## src/rtl/ring_freq_counter_if.sv

```systemverilog
// ---------------------------------------------------------------------------
// ring_freq_counter_if
// Result port of the ring oscillator frequency counter: a measured count with
// its overflow flag, moved with a valid/ready handshake.
//   count       : measured rising-edge count of the last gate window
//   count_valid : count holds a result the consumer has not yet taken
//   count_ready : consumer takes count when count_valid && count_ready
//   overflow    : the result saturated; only meaningful with count_valid
// master = the counter (producer), slave = the consumer.
// ---------------------------------------------------------------------------
interface ring_freq_counter_if #(
    parameter int CNT_W = 16
);
    logic [CNT_W-1:0] count;
    logic             count_valid;
    logic             count_ready;
    logic             overflow;

    modport master (
        output count,
        output count_valid,
        output overflow,
        input  count_ready
    );

    modport slave (
        input  count,
        input  count_valid,
        input  overflow,
        output count_ready
    );
endinterface

```

## src/rtl/ring_freq_counter.sv

```systemverilog
// ---------------------------------------------------------------------------
// ring_freq_counter
// Counts rising edges of the free-running ring oscillator over a gate window
// of 2^GATE_LOG2 clk cycles and offers each result on a valid/ready port.
// Single-shot (start) and continuous (continuous) measurement are supported.
//   clk          : system clock, the only clock in the block
//   rst          : synchronous active-high reset
//   ring_in_i    : raw ring output, asynchronous to clk (must be < f_clk/2)
//   start_i      : level, starts one measurement when sampled in IDLE
//   continuous_i : level, auto-start from IDLE and re-arm after each accept
//   busy_o       : high while a window runs or a result waits (GATE/HOLD)
//   res          : result port (count, count_valid, count_ready, overflow)
// ---------------------------------------------------------------------------
module ring_freq_counter #(
    parameter int GATE_LOG2 = 10,
    parameter int CNT_W     = 16
) (
    input  logic                clk,
    input  logic                rst,
    input  logic                ring_in_i,
    input  logic                start_i,
    input  logic                continuous_i,
    output logic                busy_o,
    ring_freq_counter_if.master res
);

    typedef enum logic [1:0] {
        ST_IDLE = 2'd0,
        ST_GATE = 2'd1,
        ST_HOLD = 2'd2
    } state_t;

    state_t                 state_q, state_d;
    logic                   sync1_q, sync2_q, prev_q;
    logic [GATE_LOG2-1:0]   gate_cnt_q, gate_cnt_d;
    logic [CNT_W-1:0]       edge_cnt_q, edge_cnt_d;
    logic                   ovf_q, ovf_d;
    logic [CNT_W-1:0]       count_q, count_d;
    logic                   valid_q, valid_d;
    logic                   overflow_q, overflow_d;
    logic                   busy_q;

    logic                   rise_s;
    logic                   edge_max_s;
    logic                   last_s;
    logic [CNT_W-1:0]       edge_next_s;
    logic                   ovf_next_s;

    assign rise_s     = sync2_q & ~prev_q;
    assign edge_max_s = &edge_cnt_q;
    // gate_cnt all-ones marks the final cycle of the window
    assign last_s     = &gate_cnt_q;

    // Saturating edge count and sticky overflow including this cycle's rise
    always_comb begin
        edge_next_s = edge_cnt_q;
        ovf_next_s  = ovf_q;
        if (rise_s && !edge_max_s) begin
            edge_next_s = edge_cnt_q + {{(CNT_W-1){1'b0}}, 1'b1};
        end else if (rise_s) begin
            ovf_next_s = 1'b1;
        end else begin
            edge_next_s = edge_cnt_q;
        end
    end

    // Next-state and result logic
    always_comb begin
        state_d    = state_q;
        gate_cnt_d = gate_cnt_q;
        edge_cnt_d = edge_cnt_q;
        ovf_d      = ovf_q;
        count_d    = count_q;
        valid_d    = valid_q;
        overflow_d = overflow_q;
        case (state_q)
            ST_IDLE: begin
                if (start_i || continuous_i) begin
                    state_d    = ST_GATE;
                    gate_cnt_d = {GATE_LOG2{1'b0}};
                    edge_cnt_d = {CNT_W{1'b0}};
                    ovf_d      = 1'b0;
                end else begin
                    state_d = ST_IDLE;
                end
            end
            ST_GATE: begin
                // Wraps to zero on the last cycle, so the next window starts clean
                gate_cnt_d = gate_cnt_q + {{(GATE_LOG2-1){1'b0}}, 1'b1};
                edge_cnt_d = edge_next_s;
                ovf_d      = ovf_next_s;
                if (last_s) begin
                    count_d    = edge_next_s;
                    overflow_d = ovf_next_s;
                    valid_d    = 1'b1;
                    state_d    = ST_HOLD;
                end else begin
                    state_d = ST_GATE;
                end
            end
            ST_HOLD: begin
                if (valid_q && res.count_ready) begin
                    valid_d = 1'b0;
                    if (continuous_i) begin
                        state_d    = ST_GATE;
                        gate_cnt_d = {GATE_LOG2{1'b0}};
                        edge_cnt_d = {CNT_W{1'b0}};
                        ovf_d      = 1'b0;
                    end else begin
                        state_d = ST_IDLE;
                    end
                end else begin
                    state_d = ST_HOLD;
                end
            end
            default: begin
                state_d = ST_IDLE;
            end
        endcase
    end

    // State, counters, synchronizer and registered outputs
    always_ff @(posedge clk) begin
        if (rst) begin
            state_q    <= ST_IDLE;
            sync1_q    <= 1'b0;
            sync2_q    <= 1'b0;
            prev_q     <= 1'b0;
            gate_cnt_q <= {GATE_LOG2{1'b0}};
            edge_cnt_q <= {CNT_W{1'b0}};
            ovf_q      <= 1'b0;
            count_q    <= {CNT_W{1'b0}};
            valid_q    <= 1'b0;
            overflow_q <= 1'b0;
            busy_q     <= 1'b0;
        end else begin
            state_q    <= state_d;
            sync1_q    <= ring_in_i;
            sync2_q    <= sync1_q;
            prev_q     <= sync2_q;
            gate_cnt_q <= gate_cnt_d;
            edge_cnt_q <= edge_cnt_d;
            ovf_q      <= ovf_d;
            count_q    <= count_d;
            valid_q    <= valid_d;
            overflow_q <= overflow_d;
            busy_q     <= (state_d != ST_IDLE);
        end
    end

    assign res.count       = count_q;
    assign res.count_valid = valid_q;
    assign res.overflow    = overflow_q;
    assign busy_o          = busy_q;

endmodule
```

## src/flat_wrapper.sv

```systemverilog
// flat-port wrapper written by rule: the top's interface ports become plain ports
module ring_freq_counter_flat 
#(
    parameter int GATE_LOG2 = 10,
    parameter int CNT_W     = 16
)
  (clk, rst, ring_in_i, start_i, continuous_i, busy_o, res_count, res_count_valid, res_overflow, res_count_ready);
  ring_freq_counter_if #(.CNT_W(CNT_W)) res_i ();
  input  logic clk;
  input  logic rst;
  input  logic ring_in_i;
  input  logic start_i;
  input  logic continuous_i;
  output logic busy_o;
  output wire logic [$bits(res_i.count)-1:0] res_count;
  output wire logic [$bits(res_i.count_valid)-1:0] res_count_valid;
  output wire logic [$bits(res_i.overflow)-1:0] res_overflow;
  input wire logic [$bits(res_i.count_ready)-1:0] res_count_ready;
  assign res_count = res_i.count;
  assign res_count_valid = res_i.count_valid;
  assign res_overflow = res_i.overflow;
  assign res_i.count_ready = res_count_ready;
  ring_freq_counter #(.GATE_LOG2(GATE_LOG2), .CNT_W(CNT_W)) u_core (.clk(clk), .rst(rst), .ring_in_i(ring_in_i), .start_i(start_i), .continuous_i(continuous_i), .busy_o(busy_o), .res(res_i));
endmodule
```

## config.mk

```make
export PLATFORM = sky130hd
export DESIGN_NAME = ring_freq_counter_flat
export DESIGN_NICKNAME = d
export VERILOG_FILES = /design/src/rtl/ring_freq_counter_if.sv /design/src/rtl/ring_freq_counter.sv /design/src/flat_wrapper.sv
export SDC_FILE = /design/constraint.sdc
export NUM_CORES = 1
export LEC_CHECK = 0
export ABC_AREA = 1
export CORE_MARGIN = 8
export CORE_UTILIZATION = 61
export CTS_BUF_LIST = sky130_fd_sc_hd__clkbuf_4 sky130_fd_sc_hd__clkbuf_8 sky130_fd_sc_hd__clkbuf_16
export DETAILED_ROUTE_END_ITERATION = 6
export GPL_TIMING_DRIVEN = 0
export PLACE_DENSITY = 0.85
export SYNTH_ARGS = -nofsm -noshare
export SYNTH_HDL_FRONTEND = slang
export SYNTH_SLANG_ARGS = --single-unit
```

## constraint.sdc

```tcl
create_clock -name clk -period 2.6 [get_ports clk]
set_clock_uncertainty 0.2 [all_clocks]
set_input_delay 0.52 -clock clk [delete_from_list [all_inputs] [get_ports clk]]
set_output_delay 0.52 -clock clk [all_outputs]
set_load 0.02 [all_outputs]
```

==> results of run 1 <==
-- cell type report --
type                       count  area, um^2
timing repair buffer          24         240
fill                         380        1190
multi-input combinational    285        1390
tap                           52        65.1
inverter                      67         254
sequential                    51        1020
buffer                        10        61.3
clock inverter                 1        7.51
clock buffer                   7        96.3
-- per-stage QoR --
stage / setup slack, ns / power, uW / cell area [um^2]
finish: 0.380 / 1400 / 3140
global route: 0.272 / 1450 / 3140
CTS: 0.391 / 1410 / 3140
detailed placement: 0.0980 / 906 / 3030
global placement: 0.175 / 904 / 3030
floorplan: 0.883 / 872 / 2730
-- power breakdown --
part | internal (uW) | leakage, uW | switching (uW)
Sequential | 789 | 0.000412 | 6.39
Combinational | 31.3 | 0.000884 | 61.6
Clock | 242 | 0.0000505 | 268
-- path summary, 6_finish.rpt --
check	startpoint	to	slack (ns)	cells after the start
max	res_count_ready	u_core.ovf_q	0.38	7
min	u_core.sync1_q	u_core.sync2_q	0.21	2
max reg2reg	u_core.state_q[0]	u_core.ovf_q	0.48	7
min reg2reg	u_core.sync1_q	u_core.sync2_q	0.21	2
-- cells by family after synthesis --
| logic type | Yosys count | share of synthesized area, % |
|---|---|---|
| AOI/OAI and AO/OA | 57 | 12.3 |
| xor gates and xnor gates | 2 | 0.642 |
| adders and majority gates | 6 | 2.75 |
| buffers and inverters | 77 | 11.6 |
| DFF | 51 | 37.4 |
| and+or+nand+nor | 220 | 35.3 |
-- worst min-delay path: cells and delay by family, from the launching register on --
family / cells / cell delay, ns
and+or+nand+nor: 1 / 0.03
buffers and inverters: 1 / 0.04
DFF: 1 / 0.31
-- routing by layer --
layer	routed length (um)	share of wire (%)	global-route usage (%)
met1	2770	47	21.7
met2	2800	47	28.5
met3	304	5.1	4.49
met4	59	0.99	5.59
met5	0	0	0
-- registers in the layout (all words and copies together) (netlist names) --
| name | cells |
|---|---|
| u_core.edge_cnt_q | 16 |
| u_core.res.count | 16 |
| u_core.gate_cnt_q | 10 |
| u_core.state_q | 2 |
| u_core.busy_o | 1 |
| u_core.ovf_q | 1 |
| u_core.prev_q | 1 |
| u_core.res.count_valid | 1 |
| u_core.res.overflow | 1 |
| u_core.sync1_q | 1 |
| u_core.sync2_q | 1 |
-- cell usage in the layout (no fill, tap or decap), types with 2 or more instances in the layout --
master           Yosys  final
nand2_1            127    127
xor2_1               2      2
nand2_2              3      3
o21ai_1              2      2
nor2_1              35     35
o21ai_0              9      9
a21oi_1             28     28
clkdlybuf4s50_1      0     24
o211a_1              2      2
o21a_1              12     12
ha_1                 6      6
nor2_4               2      2
nor3_1               5      5
inv_1               65     65
nor2_2               2      2
nand3_1             36     36
dfxtp_1             51     51
clkbuf_1             4      4
nand4_1              3      3
clkbuf_8             0      7
o21bai_1             2      2
buf_2                4      4
==> results.ini, run 1 <==
[clock_network]
clock-root-buffer = clkbuf_8
cts_tree = yes
cts_buffer_depth = 2
cts_hold_buf = 0
cts_resized = 0
cts.repair_timing.setup_buffer_count = 0
insertion_delay_ns = 0.31
path_clk_slew_ns = 0.09
cts_sinks = 51
cts_buffers = 5
htree_levels = 2

[critical_path]
critPathLaunchType = primary input
arrival_ns = 2.24
crit_chain = clkdlybuf4s50_1 > nand3_1 > nand2_1 > nand3_2 > o21ai_1 > inv_1 > o211a_1
path_buf_inv = 2
critPathTopFamily = compound AO/OA/AOI/OAI gates
cp_slowest_stage_delay_ns = 0.52
crit_required_ns = 2.61
cp_slowest_cell = o21ai_1
critPathCaptureType = flip-flop
crit_type = primary input to flip-flop
worstPathMaxFanout = 7

[routing]
wire_per_inst_um = 11.9
drtIter0Drc = 158
dr.pass1.iters = 5
postRouteAntennaNets = 0
route.detailed.drc = 0
vias = 2533
viasPerCell = 5.10
wirelength_um = 5940

[yosys]
synth-edff-count = 0
synth_top_area_share_pct = 37.4
async_reset_ff_share_pct = 0
synthesis.area_um2 = 2730
synth_ff_type = dfxtp_1
yosysWarnings = 0
synth_most_common_cell = nand2_1
synth.avg_cell_area_um2 = 6.60
ys_types = 33
synth_common_cells = nand2_1 (127), inv_1 (65), dfxtp_1 (51)
ys_seq_area_share_pct = 37.4
synth_seq_cells = 51
synth_area_leaders = dfxtp_1 (37%), nand2_1 (17%), inv_1 (8.9%)
syn-num-nets = 425
syn-instance-count = 413
synth_top_area_cell = dfxtp_1

[die]
coreArea_um2 = 4320
rows = 24
die_y_um = 82.9
ios = 25
die_x_um = 82.9
start_util_pct = 63.1
die_area_um2 = 6870

[final_layout]
fin_nets = 456
final_util_pct = 72.5
drive_above_1_share_pct = 6.29
instances_no_fill = 497
diodes = 0
layout-area-overhead-vs-synth_pct = 15.0

[flow_run]
maxCapViolCount = 0

[timing]
rsz0062_at_grt = false
setup_violations = 0
worst_pin_slew_ns = 0.573
drv_slew = 0
period_share_pct = 85.4
holdWs_ns = 0.208
finalCriticalPeriod_ns = 2.22
max_freq_ghz = 0.450
relSlewSlack_pct = 61.5
finalHoldViolCount = 0
finalSetupTns_ns = 0

[global_route]
grt_pass1_wl_um = 10500
antenna_found_initial = 0
grt_max_degree = 16
gr-total-overflow = 0
grt_usage_pct = 17.4
grt_pass1_vias = 2358

[power]
leakage_uw = 0.00135
power_density_nw_per_um2 = 446
worst_ir_drop_vdd_uv = 360

[place]
place.port_buffers = 24
dp.cells = 489
dpl.hpwl_um = 4500
place_congestion = 0.891

[status]
outcome = completed

[min_path]
worstHoldPathType = flip-flop to flip-flop

(Power assumes the default switching activity.)
==> run 2, diff against run 1 <==
- SLEW_MARGIN: unset -> 10
==> results of run 2 <==
The final DEF is identical to that of run 1; final timing and power are the same.
